$ cat src/rtl/control_pkg.sv
// Shared definitions for the MIPS multi-cycle control sequencer: phases,
// trap cause codes and the default control-state numbering.
package control_pkg;

  typedef enum logic [2:0] {
    PH_RESET,
    PH_FETCH,
    PH_FETCH_WAIT,
    PH_IR_LOAD,
    PH_DECODE,
    PH_EXEC,
    PH_DATA_WAIT,
    PH_TRAP
  } phase_t;

  localparam logic [1:0] CAUSE_NONE     = 2'd0;
  localparam logic [1:0] CAUSE_ILLEGAL  = 2'd1;
  localparam logic [1:0] CAUSE_FETCH_TO = 2'd2;
  localparam logic [1:0] CAUSE_DATA_TO  = 2'd3;

  localparam int DEF_LOAD_STATE  = 13;
  localparam int DEF_STORE_STATE = 7;
  localparam int DEF_TRAP_STATE  = 127;

  // Fixed numbers emitted by the phases that do not depend on the instruction.
  localparam int ST_RESET      = 0;
  localparam int ST_FETCH      = 1;
  localparam int ST_FETCH_WAIT = 2;
  localparam int ST_IR_LOAD    = 3;
  localparam int ST_DECODE     = 4;

  localparam int TIMER_W = 8;

endpackage

$ cat src/rtl/wait_timer.sv
// Wait-state timer: counts cycles since the wait began, remembers whether the
// awaited event has occurred, and flags when the allowed wait has run out.
module wait_timer
  import control_pkg::*;
#(
  parameter int LIMIT = 16
) (
  input  logic clk,
  input  logic reset_n,
  input  logic enable,
  input  logic event_in,
  output logic seen,
  output logic expired
);

  localparam logic [TIMER_W-1:0] LAST = TIMER_W'(LIMIT - 1);

  logic [TIMER_W-1:0] count;
  logic               seen_q;

  // Cleared whenever idle so each wait starts from zero; saturates at the limit.
  always_ff @(posedge clk or negedge reset_n) begin
    if (!reset_n) begin
      count  <= '0;
      seen_q <= 1'b0;
    end else if (!enable) begin
      count  <= '0;
      seen_q <= 1'b0;
    end else begin
      if (count != LAST) count <= count + TIMER_W'(1);
      seen_q <= seen_q | event_in;
    end
  end

  assign seen    = seen_q | (enable & event_in);
  assign expired = enable && (count == LAST);

endmodule

$ cat src/rtl/control_state_sequencer.sv
// Multi-cycle MIPS control sequencer: fetch, decode, execute and memory-wait
// phases with moc handshake timeout, stall and illegal-instruction trap.
module control_state_sequencer
  import control_pkg::*;
#(
  parameter int STATE_W     = 7,
  parameter int EXEC_CYCLES = 1,
  parameter int MOC_TIMEOUT = 16,
  parameter int LOAD_STATE  = DEF_LOAD_STATE,
  parameter int STORE_STATE = DEF_STORE_STATE,
  parameter int TRAP_STATE  = DEF_TRAP_STATE
) (
  input  logic               clk,
  input  logic               reset_n,
  input  logic [STATE_W-1:0] decode_state,
  input  logic               moc,
  input  logic               stall,
  input  logic               trap_clear,
  output logic [STATE_W-1:0] state,
  output logic               mem_req,
  output logic               mem_write,
  output logic               ir_load,
  output logic               trap,
  output logic [1:0]         trap_cause
);

  localparam logic [STATE_W-1:0] LOAD_S    = STATE_W'(LOAD_STATE);
  localparam logic [STATE_W-1:0] STORE_S   = STATE_W'(STORE_STATE);
  localparam logic [STATE_W-1:0] TRAP_S    = STATE_W'(TRAP_STATE);
  localparam logic [3:0]         EXEC_LAST = 4'(EXEC_CYCLES - 1);

  phase_t             phase;
  phase_t             phase_d;
  logic [1:0]         cause_d;
  logic [STATE_W-1:0] exec_reg;
  logic [3:0]         exec_cnt;
  logic               in_wait;
  logic               moc_seen;
  logic               timed_out;
  logic               exec_done;
  logic               is_mem_op;
  logic               illegal;

  assign in_wait   = (phase == PH_FETCH_WAIT) || (phase == PH_DATA_WAIT);
  assign exec_done = (exec_cnt == EXEC_LAST);
  assign is_mem_op = (exec_reg == LOAD_S) || (exec_reg == STORE_S);
  assign illegal   = (decode_state == '0) || (decode_state >= TRAP_S);

  wait_timer #(
    .LIMIT(MOC_TIMEOUT)
  ) u_wait_timer (
    .clk     (clk),
    .reset_n (reset_n),
    .enable  (in_wait),
    .event_in(moc),
    .seen    (moc_seen),
    .expired (timed_out)
  );

  // A moc arriving on the expiry cycle is checked first, so it beats the trap.
  always_comb begin
    phase_d = phase;
    cause_d = trap_cause;
    unique case (phase)
      PH_RESET:      if (!stall) phase_d = PH_FETCH;
      PH_FETCH:      if (!stall) phase_d = PH_FETCH_WAIT;
      PH_FETCH_WAIT: begin
        if (!stall) begin
          if (moc_seen) begin
            phase_d = PH_IR_LOAD;
          end else if (timed_out) begin
            phase_d = PH_TRAP;
            cause_d = CAUSE_FETCH_TO;
          end
        end
      end
      PH_IR_LOAD:    if (!stall) phase_d = PH_DECODE;
      PH_DECODE: begin
        if (!stall) begin
          if (illegal) begin
            phase_d = PH_TRAP;
            cause_d = CAUSE_ILLEGAL;
          end else begin
            phase_d = PH_EXEC;
          end
        end
      end
      PH_EXEC: begin
        if (!stall && exec_done) phase_d = is_mem_op ? PH_DATA_WAIT : PH_FETCH;
      end
      PH_DATA_WAIT: begin
        if (!stall) begin
          if (moc_seen) begin
            phase_d = PH_FETCH;
          end else if (timed_out) begin
            phase_d = PH_TRAP;
            cause_d = CAUSE_DATA_TO;
          end
        end
      end
      PH_TRAP: begin
        if (trap_clear) begin
          phase_d = PH_FETCH;
          cause_d = CAUSE_NONE;
        end
      end
      default:       phase_d = PH_RESET;
    endcase
  end

  always_ff @(posedge clk or negedge reset_n) begin
    if (!reset_n) begin
      phase      <= PH_RESET;
      trap_cause <= CAUSE_NONE;
      exec_reg   <= '0;
      exec_cnt   <= '0;
    end else begin
      phase      <= phase_d;
      trap_cause <= cause_d;
      if (phase == PH_DECODE && !stall && !illegal) exec_reg <= decode_state;
      if (phase == PH_DECODE) begin
        exec_cnt <= '0;
      end else if (phase == PH_EXEC && !stall && !exec_done) begin
        exec_cnt <= exec_cnt + 4'd1;
      end
    end
  end

  // Outputs decode straight from the registered phase, so reset clears them at once.
  always_comb begin
    state     = '0;
    mem_req   = 1'b0;
    mem_write = 1'b0;
    ir_load   = 1'b0;
    trap      = 1'b0;
    unique case (phase)
      PH_RESET:      state = STATE_W'(ST_RESET);
      PH_FETCH: begin
        state   = STATE_W'(ST_FETCH);
        mem_req = 1'b1;
      end
      PH_FETCH_WAIT: begin
        state   = STATE_W'(ST_FETCH_WAIT);
        mem_req = 1'b1;
      end
      PH_IR_LOAD: begin
        state   = STATE_W'(ST_IR_LOAD);
        ir_load = !stall;
      end
      PH_DECODE:     state = STATE_W'(ST_DECODE);
      PH_EXEC:       state = exec_reg;
      PH_DATA_WAIT: begin
        state     = exec_reg + STATE_W'(1);
        mem_req   = 1'b1;
        mem_write = (exec_reg == STORE_S);
      end
      PH_TRAP: begin
        state = TRAP_S;
        trap  = 1'b1;
      end
      default:       state = '0;
    endcase
  end

endmodule
$ cat config.mk
export PLATFORM = sky130hd
export DESIGN_NAME = control_state_sequencer
export DESIGN_NICKNAME = d
export VERILOG_FILES = /design/src/rtl/control_pkg.sv /design/src/rtl/wait_timer.sv /design/src/rtl/control_state_sequencer.sv
export SDC_FILE = /design/constraint.sdc
export NUM_CORES = 1
export LEC_CHECK = 0
export BUFFER_PORTS_ARGS = -buffer_cell sky130_fd_sc_hd__buf_4
export CORE_MARGIN = 5
export CORE_UTILIZATION = 51
export DETAILED_ROUTE_END_ITERATION = 10
export GPL_TIMING_DRIVEN = 0
export PLACE_DENSITY_LB_ADDON = 0.3
export SYNTH_ARGS = -nofsm -noshare
export SYNTH_HDL_FRONTEND = slang
export SYNTH_HIERARCHICAL = 1
export SYNTH_SLANG_ARGS = --single-unit
$ cat constraint.sdc
create_clock -name clk -period 2.3 [get_ports clk]
set_input_delay 0.115 -clock clk [delete_from_list [all_inputs] [get_ports clk]]
set_output_delay 0.115 -clock clk [all_outputs]
set_load 0.05 [all_outputs]
# Yosys cells after proc, flatten, opt, wreduce, memory -nomap -nowiden
# Cells that the tools add are included.
dict set report word_totals {
  regBits 25
  wordCells 92
}
dict set report op_classes {
  addsub 3
  magnitude_cmp 1
  eq_ne 25
  mux 34
  bitwise_logic 3
  n_reduce_logical 20
}
# cell n
set ops {}
lappend ops {{case mux 7 bit (8 select lines)} 1}
lappend ops {{2-to-1 mux 3 bit} 12}
lappend ops {{inequality test 2 bit (second input constant)} 14}
lappend ops {{case mux 3 bit (8 select lines)} 1}
lappend ops {{2-to-1 mux 2 bit} 10}
lappend ops {{2-to-1 mux 8 bit} 2}
lappend ops {{equality test 3 bit (second input constant)} 4}
lappend ops {{AND reduction 10 bit} 1}
lappend ops {{adder 8 x 1 -> 8 bit (second input constant)} 1}
lappend ops {{equality test 8 x 4 -> 1 bit (second input constant)} 1}
lappend ops {{2-to-1 mux 4 bit} 2}
lappend ops {{inequality test 8 x 4 -> 1 bit (second input constant)} 1}
lappend ops {{case mux 2 bit (4 select lines)} 1}
lappend ops {{AND reduction 8 bit} 1}
lappend ops {{adder 7 x 1 -> 7 bit (second input constant)} 1}
lappend ops {{equality test 7 x 3 -> 1 bit (second input constant)} 1}
lappend ops {{equality test 7 x 4 -> 1 bit (second input constant)} 1}
lappend ops {{greater-or-equal comparator 7 bit (second input constant)} 1}
lappend ops {{logical NOT 7 bit} 1}
lappend ops {{equality test 3 x 2 -> 1 bit (second input constant)} 2}
lappend ops {{logical AND 1 bit} 6}
lappend ops {{2-to-1 mux 1 bit} 5}
lappend ops {{adder 4 x 1 -> 4 bit (second input constant)} 1}
lappend ops {{logical NOT 4 bit} 1}
lappend ops {{9 further kinds} 14}

# Depth between registers and ports, before layout
# Gate-level depths: netlist of run 1.
dict set report logic_depth {
  word_depth 7
  ltp_mapped 9
  depth_no_buf 8
}

# Hierarchy
# Netlist of run 1, hierarchy kept.
# mod instances cells_per_inst area_per_inst_um2 seq_area_each_um2
set modules_own_cells {}
lappend modules_own_cells {control_state_sequencer 1 138 1193.6 400.4}
lappend modules_own_cells {wait_timer 1 44 471.7 225.2}

# Least setup slack after synthesis of run 1
# OpenSTA, ideal clock, no wires.
dict set report synth_path {
  path_kind {register -> output}
  startpoint {reg phase[1]}
  endpoint {out ir_load}
  t_arrival_ns 2.212
  path_slack_ns -0.027
  path_stages_with_launch 5
  cell_sequence {dfrtp_1 > buf_2 > clkbuf_1 > buf_2 > nor3b_1}
}
dict set report synth_between {
  elab_chain_len 2
}
# element line_no
set synth_lines {}
lappend synth_lines {{start, declared} control_state_sequencer.sv:32} ;# phase_t phase;
lappend synth_lines {{start signal, assigned} control_state_sequencer.sv:118} ;# phase <= phase_d;
lappend synth_lines {{equality test 3 x 2 -> 1 bit} control_state_sequencer.sv:136} ;# unique case (phase)
lappend synth_lines {{2-to-1 mux 1 bit} control_state_sequencer.sv:136}
lappend synth_lines {{end, declared} control_state_sequencer.sv:22} ;# output logic ir_load,
# Every way passes these cells.

# Final worst setup path of run 1
dict set report layout_path {
  startpoint {reg u_wait_timer.count[5]}
  endpoint {reg trap_cause[1]}
}
dict set report layout_between {
  elab_chain_len 4
}
# element line_no
set layout_lines {}
lappend layout_lines {{start, declared} wait_timer.sv:18} ;# logic [TIMER_W-1:0] count;
lappend layout_lines {{start signal, assigned} wait_timer.sv:30} ;# if (count != LAST) count <= count + TIMER_W'(1);
lappend layout_lines {{equality test 8 x 4 -> 1 bit *} wait_timer.sv:36} ;# assign expired = enable && (count == LAST);
lappend layout_lines {{logical AND 1 bit *} wait_timer.sv:36}
lappend layout_lines {{net timed_out} control_state_sequencer.sv:39} ;# logic timed_out;
lappend layout_lines {{inequality test 2 bit (no source line)} --}
lappend layout_lines {{AND reduction 10 bit (no source line) *} --}
lappend layout_lines {{end signal, assigned} control_state_sequencer.sv:119} ;# trap_cause <= cause_d;
lappend layout_lines {{end, declared} control_state_sequencer.sv:24} ;# output logic [1:0] trap_cause
# Mark *: on every way through the listed nets, which the timed path passes. The rest lies on a longest branch.
# A chain may end at the register's enable or synchronous reset.

==> results of run 1 <==
==> cells by family after synthesis <==
kind of cell,count (synthesis)
buffers and inverters,19
and+or+nand+nor,66
muxes,11
AOI/OAI and AO/OA,47
DFF,25
xor gates and xnor gates,9
adders and majority gates,5
==> worst paths after layout <==
check	from	endpoint	slack, ns
max	u_wait_timer/count[5]	trap_cause[1]	0.12
min in group asynchronous	reset_n	exec_cnt[3]	0.20
min	moc	u_wait_timer/seen_q	0.007
max reg2reg	u_wait_timer/count[5]	trap_cause[1]	0.12
min reg2reg	trap_cause[1]	trap_cause[1]	0.51
max in group asynchronous	reset_n	u_wait_timer/count[5]	1.84
==> where the power goes <==
part / internal (mW) / switching, mW / total (mW)
clock network: 0.0665 / 0.142 / 0.209
logic: 0.471 / 0.775 / 1.25
registers: 0.560 / 0.114 / 0.675
total: 1.10 / 1.03 / 2.13
==> metrics by stage <==
stage | cell area (um2) | cells
after floorplan | 1670 | 182
after global placement | 1900 | 249
after detailed placement | 1900 | 249
after CTS | 1970 | 256
after global routing | 1970 | 256
final | 1970 | 256
==> placed cells by master (no fill, tap or decap), types with 5 or more instances in the layout <==
| cell type | instances |
|---|---|
| dfrtp_1 | 24 |
| ha_1 | 5 |
| o21ai_0 | 15 |
| mux2_2 | 8 |
| buf_4 | 25 |
| nand3_1 | 9 |
| clkbuf_1 | 5 |
| nand2_1 | 17 |
| inv_1 | 8 |
| a21oi_1 | 8 |
| a21boi_1 | 7 |
| xnor2_1 | 7 |
| nor2_1 | 11 |
==> worst max-delay path, cell delays in order, from the launching register on <==
cell and delay, ns:
dfrtp_2 0.48, nor4_4 0.30, and4_4 0.30, and2_1 0.18, nor4b_2 0.20, o21ai_0 0.11
o21ai_1 0.15, o21ai_1 0.14, a32o_1 0.23
==> layout make-up <==
class | instances | area [um2] | share of cell area (%)
clock inverter | 1 | 7.51 | 0.380
tap | 44 | 55.1 | 2.79
multi-input combinational | 138 | 982 | 49.8
buffer | 11 | 51.3 | 2.60
clock buffer | 3 | 22.5 | 1.14
timing repair buffer | 26 | 198 | 10.0
sequential | 25 | 627 | 31.8
inverter | 8 | 30.0 | 1.52
==> per-layer routing <==
metal  GRT usage [%]  up-vias
met4            6.08        0
met3            3.33        4
met5               0        -
met2            32.1       41
met1            23.5      714
li1                -      707
==> what timing repair did <==
action	CTS	global route
hold endpoints to repair	25	0
setup endpoints to repair	3	3
hold buffers	1	0
resized for setup	5	4
pin swaps	1	0
buffers inserted	2	0
gates cloned	0	0
==> results.toml, run 1 <==
[sta]
worst_slack_ns = 0.117
fin_worst_skew_ns = 0.00963
worst_pin_slew_ns = 0.655
finalHoldViolCount = 0
fin_crit_sh_pct = 94.9
fmax_mhz = 458
finalCriticalPeriod_ns = 2.18
slew_headroom_pct = 55.9
setup_violations = 0
grt_setup_unrepaired = "false"
hold_slack_ns = 0.00695
fin_setup_tns_ns = 0
slew_violations = 0

[pwr]
pwr_density_cell_mw_per_mm2 = 1080
ir_worst_vdd_mv = 0.724
p_leak_nw = 0.855
power_mw = 2.13

[route]
antenna_left = 0
first_pass_iters = 4
avgViaCountPerCell = 5.73
wl_met2_um = 1850
drc_errors = 0
wire_per_inst_um = 14.5
drtIter0Drc = 78
wl_met1_um = 1610
met3_wirelength_um = 230
routed_wl_um = 3720
top_layer = "met4"
route.vias.total = 1466

[synth]
synth_compound_gate_area_share_pct = 18.9
synth-seq-cells = 25
synth_flop_cell = "dfrtp_1"
yosys-top-cells-count = "dfrtp_1 (25), nand2_1 (17), o21ai_0 (16), nor2_1 (11), nand3_1 (9)"
syn-cell-area_mm2 = 0.00167
synthMuxAreaShare_pct = 7.21
synthXorXnorAreaFrac_pct = 4.73
synth.yosys.warnings = 6
yosysUniqueCellTypes = 49
synthTopCellsByArea = "dfrtp_1 (38%), mux2_2 (5.4%), o21ai_0 (4.8%)"
synth-edff-count = 0
synth_top_area_share_pct = 37.6
synth_top_family_by_area = "simple AND/OR/NAND/NOR gates"
synth-adder-area-share_pct = 3.76
syn_area_per_cell_um2 = 9.15
syn_inst = 182
synth.largest_area_cell = "dfrtp_1"
ys_seq_area_share_pct = 37.6
async_flop_share_pct = 100
synth_simple_gate_area_share_pct = 23.3
synth_nets = 199
synth.most_common_cell = "dfrtp_1"

[worst_setup_path]
path_class = "flop to flop"
endpoint_kind = "flop"
startpoint_type = "flop"
arrival_ns = 2.41
cp.required_ns = 2.53
reg2reg_depth = 8
critPathMaxFanout = 5

[flow_run]
cap_violations = 0

[grt]
grt_pass1_vias = 1489
antenna_found_initial = 0
track_usage_pct = 18.6
grt_start_max_net_pins = 26
grt_overflow = 0
grt_pass1_wl_um = 6480

[cells_and_area]
fillers = 289
fin_util_pct = 63.6
largest_reg_flops = 8
diodes = 0
final_nets = 230
area_growth_pct = 18.5
drive_above_1_share_pct = 26.4

[outcome]
outcome = "completed"

[place]
dp_hpwl_um = 2870
place.port_buffers = 23
post-place-ws_ns = -0.398
gp_routability_congestion = 0.840

[die]
core_mm2 = 0.00310
io_pins = 25
die_h_um = 67.1
rows = 20
start_util_pct = 53.7
die-area_mm2 = 0.00451
die_x_um = 67.1

[clock_network]
clock_path_buffers = 2
cts_buffers = 3
insertion_delay_ns = 0.33
cts_tree = "done"
cts_root_buf = "clkbuf_4"
h-tree-depth = 1
clkSlewWorstSetupHoldPaths_ns = 0.15
cts_sinks = 25

[worst_hold_path]
min_path_cells = 2
worstHoldPathType = "primary input to flop"
Power figures use the tool's default switching activity.
==> run 2: changes to the inputs <==
--- a/config.mk
+++ b/config.mk
@@ -7,7 +7,7 @@
 export LEC_CHECK = 0
 export BUFFER_PORTS_ARGS = -buffer_cell sky130_fd_sc_hd__buf_4
 export CORE_MARGIN = 5
-export CORE_UTILIZATION = 51
+export CORE_UTILIZATION = 56
 export DETAILED_ROUTE_END_ITERATION = 10
 export GPL_TIMING_DRIVEN = 0
 export PLACE_DENSITY_LB_ADDON = 0.3
==> constraint.sdc (replaced) <==
create_clock -name clk -period 2.2 [get_ports clk]
set_input_delay 0.11 -clock clk [delete_from_list [all_inputs] [get_ports clk]]
set_output_delay 0.11 -clock clk [all_outputs]
set_load 0.05 [all_outputs]
==> results.toml, run 2 (synthesized netlist as in run 1, its figures left out) <==
[cells_and_area]
final_common_cell = "buf_4"
final_cell_mix = "buf_4 (30), dfrtp_1 (23), nand2_1 (17), o21ai_0 (15), nor2_1 (11)"
diodes = 0
final_cells = 249
drive_above_1_share_pct = 29.4
final_nets = 236
area_growth_pct = 20.7
largest_reg_flops = 8

[route]
routed_wl_um = 3870
antenna_left = 0
wire_per_inst_um = 15.6
first_pass_iters = 4
drtIter0Drc = 66
route.vias.total = 1466
avgViaCountPerCell = 5.89
drc_errors = 0

[worst_setup_path]
critical_path.max_stage_delay_ns = 0.42
critPathMaxFanout = 10
cpMaxStageDelayCell = "dfrtp_1"
arrival_ns = 2.30
path_class = "flop to flop"
endpoint_kind = "flop"
cp.required_ns = 2.44
cp_cell_sequence = "buf_2, nor2b_4, clkbuf_4, a21o_1, nor4b_2, o21ai_0, o21ai_1, o21ai_1, a32o_1"
cpMostUsedCell = "o21ai_1"
startpoint_type = "flop"

[die]
die_h_um = 64.5
core_mm2 = 0.00281
io_pins = 25
die_x_um = 64.5
rows = 19
start_util_pct = 59.4
die-area_mm2 = 0.00416

[grt]
grt_pass1_wl_um = 6690
grt_overflow = 0
grt_pass1_vias = 1501
grt_start_max_net_pins = 26
track_usage_pct = 20.0
antenna_found_initial = 0

[place]
dp.cells = 236
place.port_buffers = 23
dp_hpwl_um = 2840
gp_routability_congestion = 0.827

[sta]
slew_headroom_pct = 56.5
fmax_mhz = 486
setup_violations = 0
finalHoldViolCount = 0
fin_crit_sh_pct = 93.6
worst_pin_slew_ns = 0.645
finalCriticalPeriod_ns = 2.06
fin_worst_skew_ns = 0.00297
slew_violations = 0
fin_setup_tns_ns = 0

[clock_network]
h-tree-depth = 1
insertion_delay_ns = 0.33
cts_root_buf = "clkbuf_4"
clock_path_buffers = 2
cts_buffers = 3
clkSlewWorstSetupHoldPaths_ns = 0.15
cts_tree = "done"
cts_sinks = 25

[pwr]
p_leak_nw = 0.889
pwr_density_cell_mw_per_mm2 = 1120
ir_worst_vdd_mv = 0.690

[outcome]
outcome = "completed"

[flow_run]
cap_violations = 0

[worst_hold_path]
worstHoldPathType = "primary input to flop"
## run 2: path summary, 6_finish.rpt
check	slack, ns	cells past startpoint	to	start
max in group asynchronous	1.75	2	u_wait_timer/count[5]	reset_n
setup reg to reg	0.14	9	trap_cause[1]	phase[1]
setup / recovery	0.14	9	trap_cause[1]	phase[1]
hold reg to reg	0.50	1	u_wait_timer/seen_q	u_wait_timer/seen_q
min in group asynchronous	0.19	2	u_wait_timer/count[6]	reset_n
hold / removal	0.02	2	exec_reg[1]	decode_state[1]
## run 2: per-layer routing
layer / global-route usage, % / routed length (um)
met1: 24.4 / 1680
met2: 35.6 / 1920
met3: 3.45 / 204
met4: 7.12 / 61
met5: 0 / 0
## run 2: report_power, final
part	switching (mW)	internal (mW)	leakage, nW	total, mW
clock network	0.152	0.0697	0.0139	0.222
logic	0.824	0.505	0.551	1.33
registers	0.121	0.585	0.324	0.707
total	1.10	1.16	0.889	2.26
## run 2: layout make-up
type / count / area (um2)
Buffer: 11 / 52.6
Multi-Input combinational cell: 138 / 985
Fill cell: 211 / 796
Inverter: 8 / 30.0
Sequential cell: 25 / 628
Timing Repair Buffer: 32 / 245
Tap cell: 31 / 38.8
Clock buffer: 3 / 22.5
Clock inverter: 1 / 7.51
## run 2: critical path: cells and delay by family (launching register included)
kind,cells,cell delay [ns]
DFF,1,0.42
buffers and inverters,2,0.36
AOI/OAI and AO/OA,5,0.78
and+or+nand+nor,2,0.40
## run 2: through the flow
step / worst slack, ns / instance area (um2) / hold WS [ns] / util [%] / power, mW
after floorplan: 0.0110 / 1670 / -0.186 / - / 1.65
after global placement: -0.466 / 1880 / 0.0296 / 67.1 / 1.93
after detailed placement: -0.512 / 1880 / 0.0330 / 67.1 / 1.99
after CTS: 0.00296 / 1950 / 0.00130 / 69.7 / 2.24
after global routing: -0.00611 / 2010 / 0.00166 / 71.6 / 2.43
final: 0.142 / 2010 / 0.0174 / 71.6 / 2.26
## run 2: repair_timing
action | 4_1_cts | 5_1_grt
setup buffers | 2 | 5
endpoints found under the setup margin | 5 | 10
hold buffers | 1 | 1
hold endpoints to repair | 25 | 1
pin swaps | 1 | 2
resized for setup | 5 | 8
==> run 3: changes to the inputs <==
--- a/config.mk
+++ b/config.mk
@@ -6,11 +6,13 @@
 export NUM_CORES = 1
 export LEC_CHECK = 0
 export BUFFER_PORTS_ARGS = -buffer_cell sky130_fd_sc_hd__buf_4
+export CAP_MARGIN = 5
 export CORE_MARGIN = 5
 export CORE_UTILIZATION = 56
 export DETAILED_ROUTE_END_ITERATION = 10
 export GPL_TIMING_DRIVEN = 0
 export PLACE_DENSITY_LB_ADDON = 0.3
+export SETUP_SLACK_MARGIN = 0.3
 export SYNTH_ARGS = -nofsm -noshare
 export SYNTH_HDL_FRONTEND = slang
 export SYNTH_HIERARCHICAL = 1
==> results.toml, run 3 (synthesized netlist as in run 1, its figures left out) <==
[worst_setup_path]
critPathMaxFanout = 5
startpoint_type = "flop"
critical_path.max_stage_delay_ns = 0.47
cp.required_ns = 2.45
cp_cell_sequence = "nor4_4, and4_4, and2_4, nor4b_4, o21ai_1, o21ai_1, o21ai_2, a32o_1"
reg2reg_from = "u_wait_timer/count[5]"
endpoint_kind = "flop"
cpMostUsedCell = "o21ai_1"
path_class = "flop to flop"
cp_num_buf_inv = 0
arrival_ns = 2.24
cpMaxStageDelayCell = "dfrtp_2"
startpoint = "u_wait_timer/count[5]"
crit_family = "simple AND/OR/NAND/NOR gates"
r2r_slack_ns = 0.21

[die]
start_util_pct = 59.4
die-area_mm2 = 0.00416
io_pins = 25
die_x_um = 64.5
rows = 19
die_h_um = 64.5
core_mm2 = 0.00281

[cells_and_area]
multi_input_area_mm2 = 0.00102
final_cell_mix = "buf_4 (32), dfrtp_1 (21), nand2_1 (17), o21ai_0 (13), nor2_1 (11)"
largest_reg_flops = 8
fin_util_pct = 75.2
fillers = 206
design_area_mm2 = 0.00211
area_growth_pct = 26.7
seq_area_um2 = 631
final_common_cell = "buf_4"
drive_above_1_share_pct = 36.0
diodes = 0
final_nets = 240

[route]
antenna_left = 0
wire_per_inst_um = 15.3
avgViaCountPerCell = 5.98
drtIter0Drc = 140
route.vias.total = 1512
routed_wl_um = 3860
first_pass_iters = 4
drc_errors = 0

[grt]
antenna_found_initial = 0
grt_start_max_net_pins = 26
track_usage_pct = 19.9
grt_pass1_vias = 1473
grt_overflow = 0
grt_pass1_wl_um = 6670

[flow_run]
cap_violations = 0

[sta]
slew_headroom_pct = 49.1
fmax_mhz = 502
worst_pin_slew_ns = 0.755
grt_setup_unrepaired = "true"
worst_slack_ns = 0.209
finalHoldViolCount = 0
fin_worst_skew_ns = 0.00632
slew_violations = 0
setup_violations = 0
fin_crit_sh_pct = 90.5
finalCriticalPeriod_ns = 1.99

[clock_network]
clkSlewWorstSetupHoldPaths_ns = 0.16
cts_sinks = 25
clock_path_buffers = 2
cts_tree = "done"
cts_root_buf = "clkbuf_4"
h-tree-depth = 1
cts_buffers = 3
insertion_delay_ns = 0.33

[place]
post-place-ws_ns = -0.0846
place_area_mm2 = 0.00191
dp_hpwl_um = 2760
place.port_buffers = 23
gp_routability_congestion = 0.858

[worst_hold_path]
holdCritStartpoint = "decode_state[5]"
worstHoldPathType = "primary input to flop"

[pwr]
pwr_density_cell_mw_per_mm2 = 1130
ir_worst_vdd_mv = 0.888
p_leak_nw = 0.928

[outcome]
outcome = "completed"
-- run 3: metrics by stage --
step	setup TNS [ns]	total power, mW	hold WS (ns)	cells
after CTS	0	2.32	0.00637	248
final	0	2.38	0.0194	253
after floorplan	0	1.69	-0.186	182
after global placement	0	1.97	0.0254	236
after detailed placement	-0.0982	2.03	0.0316	236
after global routing	0	2.54	0.00192	253
-- run 3: layout make-up --
class	instances	area share, %
Multi-Input combinational cell	138	48.5
Tap cell	31	1.84
Clock buffer	3	1.07
Timing Repair Buffer	36	13.9
Inverter	8	1.42
Clock inverter	1	0.415
Sequential cell	25	29.9
Buffer	11	2.91
-- run 3: final timing paths --
check,end,cells after the start
worst max-delay path,trap_cause[1],8
worst min-delay path,exec_reg[5],2
worst max register to register,trap_cause[1],8
worst min register to register,u_wait_timer/seen_q,1
max in group asynchronous,u_wait_timer/count[0],2
min in group asynchronous,phase[1],2
-- run 3: timing repair --
item,4_1_cts,5_1_grt
setup endpoints to repair,14,19
cloned,0,0
endpoints found under the hold margin,26,1
resized for setup,8,16
pin swaps,4,5
setup buffers,6,4
hold buffers,2,1
-- run 3: worst reg2reg max path, delay by kind of cell, from the launching register on --
kind	cells	cell delay (ns)
and+or+nand+nor	4	0.91
DFF	1	0.47
AOI/OAI and AO/OA	4	0.52
-- run 3: report_power, final --
part	switching, mW	internal (mW)	leakage (nW)	total [mW]
Sequential	0.125	0.590	0.322	0.715
Clock	0.159	0.0743	0.0183	0.233
Combinational	0.865	0.562	0.588	1.43
-- run 3: per-layer routing --
layer | GRT usage [%] | vias to the layer above | routed length, um
met5 | 0 | - | 0
met2 | 35.3 | 40 | 1970
met3 | 2.25 | 4 | 207
met4 | 6.60 | 0 | 31
met1 | 25.4 | 728 | 1650
li1 | - | 740 | -
